<file path="src/rtl/ahb_arbiter_pkg.sv">
// Shared AHB definitions: master encodings, HTRANS/HBURST/HRESP codes and a
// helper that maps a burst type to the number of beats following its NONSEQ.
package ahb_arbiter_pkg;

  localparam int AHB_MASTER_BITS = 2;
  localparam logic [AHB_MASTER_BITS-1:0] AHB_MASTER_0 = 2'd0;
  localparam logic [AHB_MASTER_BITS-1:0] AHB_MASTER_1 = 2'd1;
  localparam logic [AHB_MASTER_BITS-1:0] AHB_MASTER_2 = 2'd2;

  localparam int AHB_TRANS_BITS = 2;
  localparam logic [AHB_TRANS_BITS-1:0] HTRANS_IDLE   = 2'b00;
  localparam logic [AHB_TRANS_BITS-1:0] HTRANS_BUSY   = 2'b01;
  localparam logic [AHB_TRANS_BITS-1:0] HTRANS_NONSEQ = 2'b10;
  localparam logic [AHB_TRANS_BITS-1:0] HTRANS_SEQ    = 2'b11;

  localparam logic [2:0] HBURST_SINGLE = 3'd0;
  localparam logic [2:0] HBURST_INCR   = 3'd1;
  localparam logic [2:0] HBURST_WRAP4  = 3'd2;
  localparam logic [2:0] HBURST_INCR4  = 3'd3;
  localparam logic [2:0] HBURST_WRAP8  = 3'd4;
  localparam logic [2:0] HBURST_INCR8  = 3'd5;
  localparam logic [2:0] HBURST_WRAP16 = 3'd6;
  localparam logic [2:0] HBURST_INCR16 = 3'd7;

  localparam logic [1:0] HRESP_OKAY  = 2'b00;
  localparam logic [1:0] HRESP_ERROR = 2'b01;
  localparam logic [1:0] HRESP_RETRY = 2'b10;
  localparam logic [1:0] HRESP_SPLIT = 2'b11;

  localparam int BEAT_BITS = 4;

  function automatic logic [BEAT_BITS-1:0] burst_beats(input logic [2:0] hburst);
    logic [BEAT_BITS-1:0] beats;
    case (hburst)
      HBURST_WRAP4,  HBURST_INCR4:  beats = 4'd3;
      HBURST_WRAP8,  HBURST_INCR8:  beats = 4'd7;
      HBURST_WRAP16, HBURST_INCR16: beats = 4'd15;
      default:                      beats = 4'd0;
    endcase
    return beats;
  endfunction

endpackage

</file>
<file path="src/rtl/ahb_burst_cnt.sv">
// Remaining-beat counter for the current owner's burst; any non-OKAY response
// clears it so the arbiter can rearbitrate on the next ready cycle.
module ahb_burst_cnt
  import ahb_arbiter_pkg::*;
(
  input  logic                      HCLK,
  input  logic                      HRESETn,
  input  logic                      hready_i,
  input  logic [AHB_TRANS_BITS-1:0] htrans_i,
  input  logic [2:0]                hburst_i,
  input  logic [1:0]                hresp_i,
  output logic [BEAT_BITS-1:0]      cnt_o
);

  logic [BEAT_BITS-1:0] cnt_q, cnt_d;

  always_comb begin
    cnt_d = cnt_q;
    if (hresp_i != HRESP_OKAY) begin
      cnt_d = '0;
    end else if (hready_i) begin
      case (htrans_i)
        HTRANS_NONSEQ: cnt_d = burst_beats(hburst_i);
        HTRANS_SEQ:    cnt_d = (cnt_q == '0) ? '0 : cnt_q - 1'b1;
        default:       cnt_d = cnt_q;
      endcase
    end
  end

  always_ff @(posedge HCLK or negedge HRESETn) begin
    if (!HRESETn) cnt_q <= '0;
    else          cnt_q <= cnt_d;
  end

  assign cnt_o = cnt_q;

endmodule

</file>
<file path="src/rtl/ahb_arbiter.sv">
// Two-master AHB arbiter: round-robin grants at burst/lock boundaries,
// registered HMASTER/HMASTLOCK following the grant by one ready edge.
module ahb_arbiter
  import ahb_arbiter_pkg::*;
(
  input  logic                       HCLK,
  input  logic                       HRESETn,
  input  logic                       HREADY,
  input  logic [AHB_TRANS_BITS-1:0]  HTRANS,
  input  logic [2:0]                 HBURST,
  input  logic [1:0]                 HRESP,
  input  logic                       HBUSREQ_M1,
  input  logic                       HBUSREQ_M2,
  input  logic                       HLOCK_M1,
  input  logic                       HLOCK_M2,
  output logic                       HGRANT_M1,
  output logic                       HGRANT_M2,
  output logic [AHB_MASTER_BITS-1:0] HMASTER,
  output logic                       HMASTLOCK
);

  logic [BEAT_BITS-1:0]       beat_cnt;
  logic                       grant1_q, grant1_d, grant2_q, grant2_d;
  logic [AHB_MASTER_BITS-1:0] rr_last_q, rr_last_d;
  logic [AHB_MASTER_BITS-1:0] hmaster_q, hmaster_d;
  logic                       mastlock_q, mastlock_d;
  logic                       owner_lock, arb_point;

  ahb_burst_cnt u_burst_cnt (
    .HCLK     (HCLK),
    .HRESETn  (HRESETn),
    .hready_i (HREADY),
    .htrans_i (HTRANS),
    .hburst_i (HBURST),
    .hresp_i  (HRESP),
    .cnt_o    (beat_cnt)
  );

  assign owner_lock = ((hmaster_q == AHB_MASTER_1) && HLOCK_M1) ||
                      ((hmaster_q == AHB_MASTER_2) && HLOCK_M2);
  // Arbitrate on the last beat (or idle), unless the owner holds a lock.
  assign arb_point  = HREADY && (beat_cnt <= 4'd1) && !(mastlock_q && owner_lock);

  always_comb begin
    grant1_d  = grant1_q;
    grant2_d  = grant2_q;
    rr_last_d = rr_last_q;
    if (arb_point) begin
      case ({HBUSREQ_M2, HBUSREQ_M1})
        2'b01:   begin grant1_d = 1'b1; grant2_d = 1'b0; end
        2'b10:   begin grant1_d = 1'b0; grant2_d = 1'b1; end
        2'b11:   begin
          grant1_d = (rr_last_q != AHB_MASTER_1);
          grant2_d = (rr_last_q == AHB_MASTER_1);
        end
        default: begin grant1_d = 1'b0; grant2_d = 1'b0; end
      endcase
      if (grant1_d)      rr_last_d = AHB_MASTER_1;
      else if (grant2_d) rr_last_d = AHB_MASTER_2;
    end
  end

  // Address-phase ownership follows the registered grant one ready edge later.
  always_comb begin
    hmaster_d  = hmaster_q;
    mastlock_d = mastlock_q;
    if (HREADY) begin
      hmaster_d  = grant1_q ? AHB_MASTER_1 : (grant2_q ? AHB_MASTER_2 : AHB_MASTER_0);
      mastlock_d = (grant1_q && HLOCK_M1) || (grant2_q && HLOCK_M2);
    end
  end

  always_ff @(posedge HCLK or negedge HRESETn) begin
    if (!HRESETn) begin
      grant1_q   <= 1'b0;
      grant2_q   <= 1'b0;
      rr_last_q  <= AHB_MASTER_2;
      hmaster_q  <= AHB_MASTER_0;
      mastlock_q <= 1'b0;
    end else begin
      grant1_q   <= grant1_d;
      grant2_q   <= grant2_d;
      rr_last_q  <= rr_last_d;
      hmaster_q  <= hmaster_d;
      mastlock_q <= mastlock_d;
    end
  end

  assign HGRANT_M1 = grant1_q;
  assign HGRANT_M2 = grant2_q;
  assign HMASTER   = hmaster_q;
  assign HMASTLOCK = mastlock_q;

endmodule
</file>
<file path="config.mk">
export PLATFORM = sky130hd
export DESIGN_NAME = ahb_arbiter
export DESIGN_NICKNAME = d
export VERILOG_FILES = /design/src/rtl/ahb_arbiter_pkg.sv /design/src/rtl/ahb_burst_cnt.sv /design/src/rtl/ahb_arbiter.sv
export SDC_FILE = /design/constraint.sdc
export NUM_CORES = 1
export LEC_CHECK = 0
export CORE_AREA = 5 5 42 44
export CTS_BUF_LIST = sky130_fd_sc_hd__clkbuf_16
export CTS_CLUSTER_SIZE = 10
export DETAILED_ROUTE_END_ITERATION = 6
export DIE_AREA = 0 0 47 49
export PLACE_DENSITY = 0.82
export SYNTH_ARGS = -nofsm -noshare
export SYNTH_HDL_FRONTEND = slang
export SYNTH_SLANG_ARGS = --single-unit
</file>
<file path="constraint.sdc">
create_clock -name HCLK -period 2.05 [get_ports HCLK]
set_input_delay 0.205 -clock HCLK [delete_from_list [all_inputs] [get_ports HCLK]]
set_output_delay 0.205 -clock HCLK [all_outputs]
set_load 0.02 [all_outputs]
</file>
**Word-level counts from Yosys, hierarchy flattened**

Index checks and enable logic that the tools add are counted.

- Word-level logic and storage cells: 56
- Register bits after elaboration: 11

- Reductions and logical operators: 20
- Multiplexer cells: 13
- $lt $le $gt $ge: 1
- Add/subtract/negate cells: 1
- Equal/unequal tests: 15

Operators by type and width:

| operator | count |
|---|---|
| 3-bit equality test, second input constant | 4 |
| 4-bit two-way mux | 3 |
| 4-bit case mux with 3 select lines | 1 |
| 2-bit equality test, second input constant | 5 |
| 2-bit two-way mux | 4 |
| 4-bit case mux with 2 select lines | 1 |
| 1-bit logical AND | 7 |
| 2-bit by 1-bit equality test with 1-bit output, second input constant | 3 |
| 3-bit by 2-bit equality test with 1-bit output, second input constant | 2 |
| 2-bit nonzero test | 3 |
| 2-bit OR reduction | 3 |
| 4-bit by 1-bit less-or-equal comparator with 1-bit output, second input constant | 1 |
| 4-bit logical NOT | 1 |
| 1-bit case mux with 2 select lines | 2 |
| 2-bit AND reduction | 2 |
| 4-bit by 1-bit subtractor with 4-bit output, second input constant | 1 |
| 3-bit nonzero test | 1 |
| 1-bit logical OR | 2 |
| 1-bit two-way mux | 2 |
| 2-bit by 1-bit != test with 1-bit output, second input constant | 1 |
| 1-bit logical NOT | 1 |

**Longest topological paths before layout**

Gate-level depths: netlist (run 1).

- Word-level depth: 9
- Gate-level depth with buffers: 4
- Gate-level depth less buffers: 4

**Modules after synthesis**

A second synthesis (run 1) with hierarchy kept.

- Cell total of the unflattened synthesis: 60
- Area, all modules: 649.4 um^2

By module, submodules not included:

| module | area an instance (um^2) | cells each | times used | seq. area each (um^2) |
|---|---|---|---|---|
| ahb_arbiter | 356.6 | 30 | 1 | 176.4 |
| ahb_burst_cnt | 292.8 | 30 | 1 | 100.1 |

**Worst setup path after synthesis (run 1)**

OpenSTA, ideal clock, no wires.

- Kind: register to register
- Start: reg u_burst_cnt.cnt_q[1], in the netlist u_burst_cnt.cnt_o[1]
- End: reg rr_last_q[0]
- Period minus slack after synthesis: 1241 ps
- Stages on the path, launching flop included: 5
- Setup time: 118 ps
- Slack: 809 ps
- Data required time: 1932 ps
- Data arrival time: 1123 ps
- Cell sequence: dfrtp_1 -> nor3_2 -> nand4_2 -> o21bai_1 -> a21o_1

- Word-level cells in the longest chain between the ends: 4

RTL lines:

| item | RTL line | RTL |
|---|---|---|
| start: declaration | ahb_burst_cnt.sv:15 | `logic [BEAT_BITS-1:0] cnt_q, cnt_d;` |
| start signal: assignment | ahb_burst_cnt.sv:32 | `else cnt_q <= cnt_d;` |
| 4-bit by 1-bit less-or-equal comparator with 1-bit output | ahb_arbiter.sv:42 | `assign arb_point = HREADY && (beat_cnt <= 4'd1) && !(mastlock_q && owner_lock);` |
| 1-bit logical AND (2 in series) | ahb_arbiter.sv:42 |  |
| 2-bit AND reduction (no line) | - |  |
| end signal: assignment | ahb_arbiter.sv:83 | `rr_last_q <= rr_last_d;` |
| end: declaration | ahb_arbiter.sv:24 | `logic [AHB_MASTER_BITS-1:0] rr_last_q, rr_last_d;` |

Every way passes these cells.
A chain may end at the register's enable or synchronous reset.

**Final worst setup path (run 1)**

- Start: reg grant1_q, in the netlist HGRANT_M1
- End: out HGRANT_M1

RTL lines:

| item | RTL line | RTL |
|---|---|---|
| start: declaration | ahb_arbiter.sv:23 | `logic grant1_q, grant1_d, grant2_q, grant2_d;` |
| start signal: assignment | ahb_arbiter.sv:81 | `grant1_q <= grant1_d;` |
| end: declaration | ahb_arbiter.sv:16 | `output logic HGRANT_M1,` |

No word-level cell between the ends.

==> out/qor.csv, run 1 <==
stage;metric;value;unit
run_status;outcome;finished, final reports clean;
floorplanning;chip height;49;um
power;Switch Pwr;0.2026;mW
finish;share of layout cells above drive strength 1;11.54;%
sta;Total Neg Setup Slack;0;ns
floorplanning;core area;1401;um^2
routing;drt wl/cell;14.63;um
routing;drc violations;0;
placed_design;placed instance area;738.2;um^2
cts;clock buffer depth;2;
synth;synthesized area;548.0;um^2
synth;Post-synth EDFFs;0;
power;Gate power share;21.1;%
global_route;GR Overflow Total;0;
finish;Inserted Diodes;0;
worst_hold_path;type of the most critical hold path;input port to async pin;
cts;Clock Latency Late Sink;0.24;ns
synth;Synth async-reset ratio;100.0;%
synth;Compound-Gate Fraction of Synth Area;23.29;%
sta;Relative slew margins;62.86;%
worst_setup_path;Stages on worst setup path;1;
synth;post-synth top area share;45.66;%
routing;antenna-violating nets left;0;
synth;xor/xnor cell area share of the yosys netlist;0;%
sta;Worst Tran Pin Value;0.5502;ns
placed_design;hpwl dp;1034;um
finish;Post-Layout Cell Count;94;
floorplanning;Rows;14;
sta;Tcrit/Tclk final;72.89;%
global_route;Total GRT Usage;13.42;%
synth;adder-cell share of the synthesized area;0;%
power;Flop pwr share;35.4;%
cts;CTS Sinks;11;
power;PwrDens;982.9;nW/um^2
floorplanning;Die X;47;um
worst_setup_path;crit end category;output pin;
sta;RSZ-0062 raised after global routing;no;
finish;Layout area overhead;49.09;%
sta;WHS;0.2916;ns
synth;Netlist cell types;22;
finish;Register Area;276.5;um^2
power;Pint;0.6005;mW
worst_setup_path;crit path buf inv count;1;
finish;filler instances;132;
worst_setup_path;cell family with most CP delay;buffers and inverters;
sta;Final Hold Fails;0;
cts;post-cts resize count;0;
sta;Tmin final;1.494;ns
sta;maximum clock rate;0.6693;GHz
floorplanning;die area;2303;um^2
synth;ys flop type;dfrtp_1;
synth;largest family of logic cells by synthesized area;compound AO/OA/AOI/OAI gates;
synth;flop and latch count out of synthesis;11;
worst_setup_path;CP max-delay cell;clkdlybuf4s50_1;
finish;fin area;817.0;um^2
routing;vias per cell;5.585;
synth;most frequent cell after synthesis;dfrtp_1;
power;Clk pwr share;43.5;%
cts;CTS Hold Bufs;0;
sta;Setup-failing EPs final;0;
global_route;vias in the first global route;527;
global_route;first-pass GRT wire length;2228;um
routing;initial DRC count;10;
power;switching share of power;25.23;%
worst_setup_path;CP Launch Type;register;
synth;cell taking the most area after synthesis;dfrtp_1;
synth;post-synthesis sequential area ratio;50.46;%
worst_setup_path;slowest cell delay on critical path;0.64;ns
cts;H-tree levels;1;
sta;Setup Skew;0.001420;ns
synth;cells after synthesis;57;
power;static leakage;0.3554;nW
cts;Root Buffer;clkbuf_16;
worst_setup_path;worst setup path start;HGRANT_M1;
synth;Avg Synthesized Cell Area;9.614;um^2
placed_design;IO buf count;17;
finish;multi-input combinational cell area;260.3;um^2
floorplanning;IO Count;19;
routing;wirelength, routed;1375;um
floorplanning;initial core utilization;39.11;%
synth;synth top area cells;dfrtp_1 (46%), o21ai_0 (5.5%), dfstp_2 (4.8%), a21oi_1 (4.6%), nand2_1 (4.1%);
synth;multiplexer area fraction after synthesis;2.055;%
synth;Post-Synth Simple-Gate Area;22.15;%
worst_setup_path;crit-path max FO;5;
power;Peak VDD IR;571.7;uV
finish;Final nets;93;
worst_setup_path;Crit path arrival time;1.29;ns
cts;Num CTS Buffers;3;
worst_setup_path;Worst EP required;1.85;ns
synth;synth warn;0;
worst_setup_path;Reg2Reg Depth;4;
global_route;largest net degree at the start of global routing;12;
synth;synthesized net count;71;
sta;Max Slew Vio Count;0;
worst_setup_path;crit path kind;register to output pin;
job;maxcap violations;0;
placed_design;placed insts;90;
worst_setup_path;worst path cell trace;clkdlybuf4s50_1;
synth;Synth top cells by count;dfrtp_1 (10), nand2_1 (6), nor2_1 (6), o21ai_0 (6), a21oi_1 (5);
worst_setup_path;reg2reg start;u_burst_cnt.cnt_o[1];
routing;total number of vias;525;
routing;router iterations before antenna repair;4;
placed_design;Placer Congestion;0.7805;
global_route;initial antenna violation count;0;
finish;fin util;58.30;%
cts;clock-pin slew on the worst setup and hold paths;0.04;ns
cts;setup bufs post-CTS;0;
cts;CTS tree;done;
-- sequential cells by signal, summed over array words and instances (netlist names) --
signal / flops
HMASTLOCK: 1
rr_last_q: 2
HMASTER: 2
HGRANT_M2: 1
u_burst_cnt.cnt_o: 4
HGRANT_M1: 1
-- path summary, 6_finish.rpt --
path / end / slack [ns]
min: rr_last_q[0] / 0.29
max reg2reg: rr_last_q[0] / 0.68
max in group asynchronous: rr_last_q[1] / 1.42
min in group HCLK: rr_last_q[1] / 0.47
max: HGRANT_M1 / 0.56
min reg2reg: rr_last_q[1] / 0.47
-- area by class of cell --
type                    instances  share of cell area (%)
flip-flops and latches         11                   33.84
clock buffers                   3                   9.188
multi-input cells              43                   31.85
repair buffers                 17                   20.83
inverters                       3                   1.378
well taps                      16                   2.450
clock inverters                 1                  0.4594
-- layout by cell type (no fill, tap or decap), drive strengths merged --
cell type and n:
a21o 3, a21oi 5, a22oi 1, and2 1, clkbuf 3, clkdlybuf4s50 17, dfrtp 10, dfstp 1
inv 4, mux2 1, nand2 6, nand3 1, nand3b 2, nand4 1, nand4b 2, nor2 6
nor3 3, o211ai 1, o21ai 6, o21bai 2, o2bb2ai 1, o311ai 1
-- cell families (layout without fill, tap and decap cells) --
logic type / Yosys count / in the layout
mux: 1 / 1
flops: 11 / 11
buf+inv: 3 / 24
simple gates: 22 / 22
compound gates: 20 / 20
-- through the flow --
stage	total power, mW	worst slack, ns
detailed placement	0.4544	0.4059
finish	0.8031	0.5558
global route	0.8376	0.4995
CTS	0.8046	0.5561
global placement	0.4484	0.4433
floorplan	0.3641	0.8086
-- power by group through the flow --
stage | Clock [mW] | Sequential (mW) | Combinational (mW)
floorplan | 0 | 0.305 | 0.0589
finish | 0.349 | 0.284 | 0.170
CTS | 0.348 | 0.284 | 0.172
global route | 0.364 | 0.290 | 0.184
detailed placement | 0 | 0.286 | 0.169
global placement | 0 | 0.285 | 0.164
-- per-layer routing --
layer,global-route usage (%),vias up,wire length (um)
met5,0,-,0
met3,3.690,4,91
met1,13.99,253,533
met4,5.530,0,39
met2,23.76,17,710
li1,-,251,-
Note: power is estimated with default switching activity, not from simulation.
==> run 2: changes to the inputs <==
- CORE_AREA: 5 5 42 44 -> unset
- CORE_MARGIN: unset -> 5
- CORE_UTILIZATION: unset -> 42
- DIE_AREA: 0 0 47 49 -> unset
- PLACE_DENSITY: 0.82 -> 0.83
- clock period: 2.05 -> 1.4 ns (I/O delays scaled with it)
==> run 2 against run 1 <==
  * Critical path depth increased by 3
  * Sequential cell count stayed put
  * Routed wire length rose by 1.4%
  * Via count increased by 3.6%
  * Count of clock-buffer cells in the layout unchanged
  * Sequential share of layout area decreased by 2.7 points
  * Die area fell by 7.6%
  * Clock skew about the same
  * Cell area up 8.7%
  * Worst setup slack got worse by 0.48 ns
  * Non-clock buffer count increased by 7
  * First-iteration DRC count rose by 50%
  * Critical path type is now register to register
  * Critical endpoint is now rr_last_q[0]
  * Highest routed layer is now met3
==> out/qor.csv, run 2 (synthesis gave the netlist of run 1 again) <==
stage;metric;value;unit
sta;maximum clock rate;0.7564;GHz
finish;most common cell after layout, fill and taps aside;clkdlybuf4s50_1;
routing;antenna-violating nets left;0;
finish;Largest register FFs;4;
sta;Tcrit/Tclk final;94.44;%
floorplanning;IO Count;19;
worst_hold_path;type of the most critical hold path;input port to async pin;
worst_setup_path;crit end category;register;
floorplanning;initial core utilization;43.20;%
cts;H-tree levels;1;
worst_setup_path;slowest cell delay on critical path;0.43;ns
worst_setup_path;crit path kind;register to register;
cts;setup bufs post-CTS;0;
finish;most frequent cells in the layout;clkdlybuf4s50_1 (12), dfrtp_1 (10), buf_4 (7);
placed_design;IO buf count;17;
floorplanning;die area;2127;um^2
sta;Relative slew margins;69.08;%
worst_setup_path;CP Launch Type;register;
global_route;GR Overflow Total;0;
power;static leakage;0.4384;nW
global_route;first-pass GRT wire length;2297;um
job;maxcap violations;0;
cts;CTS Sinks;11;
run_status;outcome;finished, final reports clean;
routing;total number of vias;544;
finish;fin util;70.02;%
floorplanning;chip height;46.12;um
placed_design;Placer Congestion;0.8131;
global_route;initial antenna violation count;0;
routing;drc violations;0;
floorplanning;core area;1269;um^2
global_route;Total GRT Usage;15.16;%
finish;fin area;888.4;um^2
worst_setup_path;worst path cell trace;nor3_4 > nand4_4 > o21bai_1 > a21o_1;
sta;Setup Skew;0.001153;ns
sta;Max Slew Vio Count;0;
worst_setup_path;CP max-delay cell;dfrtp_1;
worst_setup_path;crit-path max FO;5;
routing;drt wl/cell;13.94;um
cts;CTS tree;done;
cts;Num CTS Buffers;3;
global_route;largest net degree at the start of global routing;12;
worst_setup_path;worst setup path start;u_burst_cnt.cnt_o[2];
finish;share of layout cells above drive strength 1;18.82;%
placed_design;hpwl dp;1043;um
finish;Inserted Diodes;0;
sta;WHS;0.2326;ns
floorplanning;Rows;13;
cts;clock-pin slew on the worst setup and hold paths;0.04;ns
worst_setup_path;Crit path arrival time;1.44;ns
routing;initial DRC count;15;
sta;Setup-failing EPs final;0;
cts;clock buffer depth;2;
power;Peak VDD IR;1013;uV
worst_setup_path;reg2reg start;u_burst_cnt.cnt_o[2];
worst_setup_path;Worst EP required;1.52;ns
sta;Total Neg Setup Slack;0;ns
sta;RSZ-0062 raised after global routing;no;
power;PwrDens;1317;nW/um^2
finish;Final nets;100;
routing;wirelength, routed;1394;um
routing;vias per cell;5.440;
sta;Final Hold Fails;0;
cts;Clock Latency Late Sink;0.23;ns
floorplanning;Die X;46.12;um
cts;Root Buffer;clkbuf_16;
placed_design;placed instance area;789.5;um^2
routing;router iterations before antenna repair;4;
sta;Worst Tran Pin Value;0.4624;ns
global_route;vias in the first global route;575;
finish;Layout area overhead;62.10;%
sta;Tmin final;1.322;ns
==> run 2: final cells by class <==
class                      count  area [um^2]
sequential                    11        276.5
tap                           15        18.77
clock inverter                 1        3.754
inverter                       3        11.26
fill                          99        380.4
clock buffer                   3        75.07
multi-input combinational     43        275.3
timing repair buffer          24        227.7
==> run 2: repair_timing <==
item,in CTS,in global routing
setup endpoints to repair,2,5
hold buffers,0,0
resized for setup,2,5
==> run 2: worst max-delay path: cells and delay by family (launching register included) <==
family | cells | cell delay, ns
and+or+nand+nor | 2 | 0.40
AOI/OAI and AO/OA | 2 | 0.38
DFF | 1 | 0.43
==> run 2: metal layers <==
metal | routed length (um) | vias up | track usage [%] | share of wire [%]
met4 | 0 | 0 | 8.523 | 0
li1 | - | 266 | - | -
met1 | 613 | 261 | 17.36 | 44
met5 | 0 | - | 0 | 0
met3 | 96 | 0 | 2.734 | 6.9
met2 | 684 | 17 | 26.10 | 49
==> run 2: worst paths after layout <==
kind / end / slack (ns) / cells past startpoint
min in group HCLK: rr_last_q[1] / 0.47 / 2
max in group asynchronous: rr_last_q[1] / 0.83 / 1
min: HMASTLOCK / 0.23 / 1
min reg2reg: rr_last_q[1] / 0.47 / 2
max: rr_last_q[0] / 0.08 / 4
max reg2reg: rr_last_q[0] / 0.08 / 4
==> run 2: where the power goes <==
part	switching, mW	internal, mW
Sequential	0.0495	0.373
Clock	0.123	0.373
Combinational	0.118	0.134
==> run 2: per-stage QoR <==
step	cells	total power [mW]	worst slack (ns)
after floorplan	57	0.5332	0.1586
after global routing	100	1.221	0.001145
after global placement	96	0.6707	-0.03092
final	100	1.170	0.07790
after CTS	100	1.174	0.007371
after detailed placement	96	0.6814	0.005997
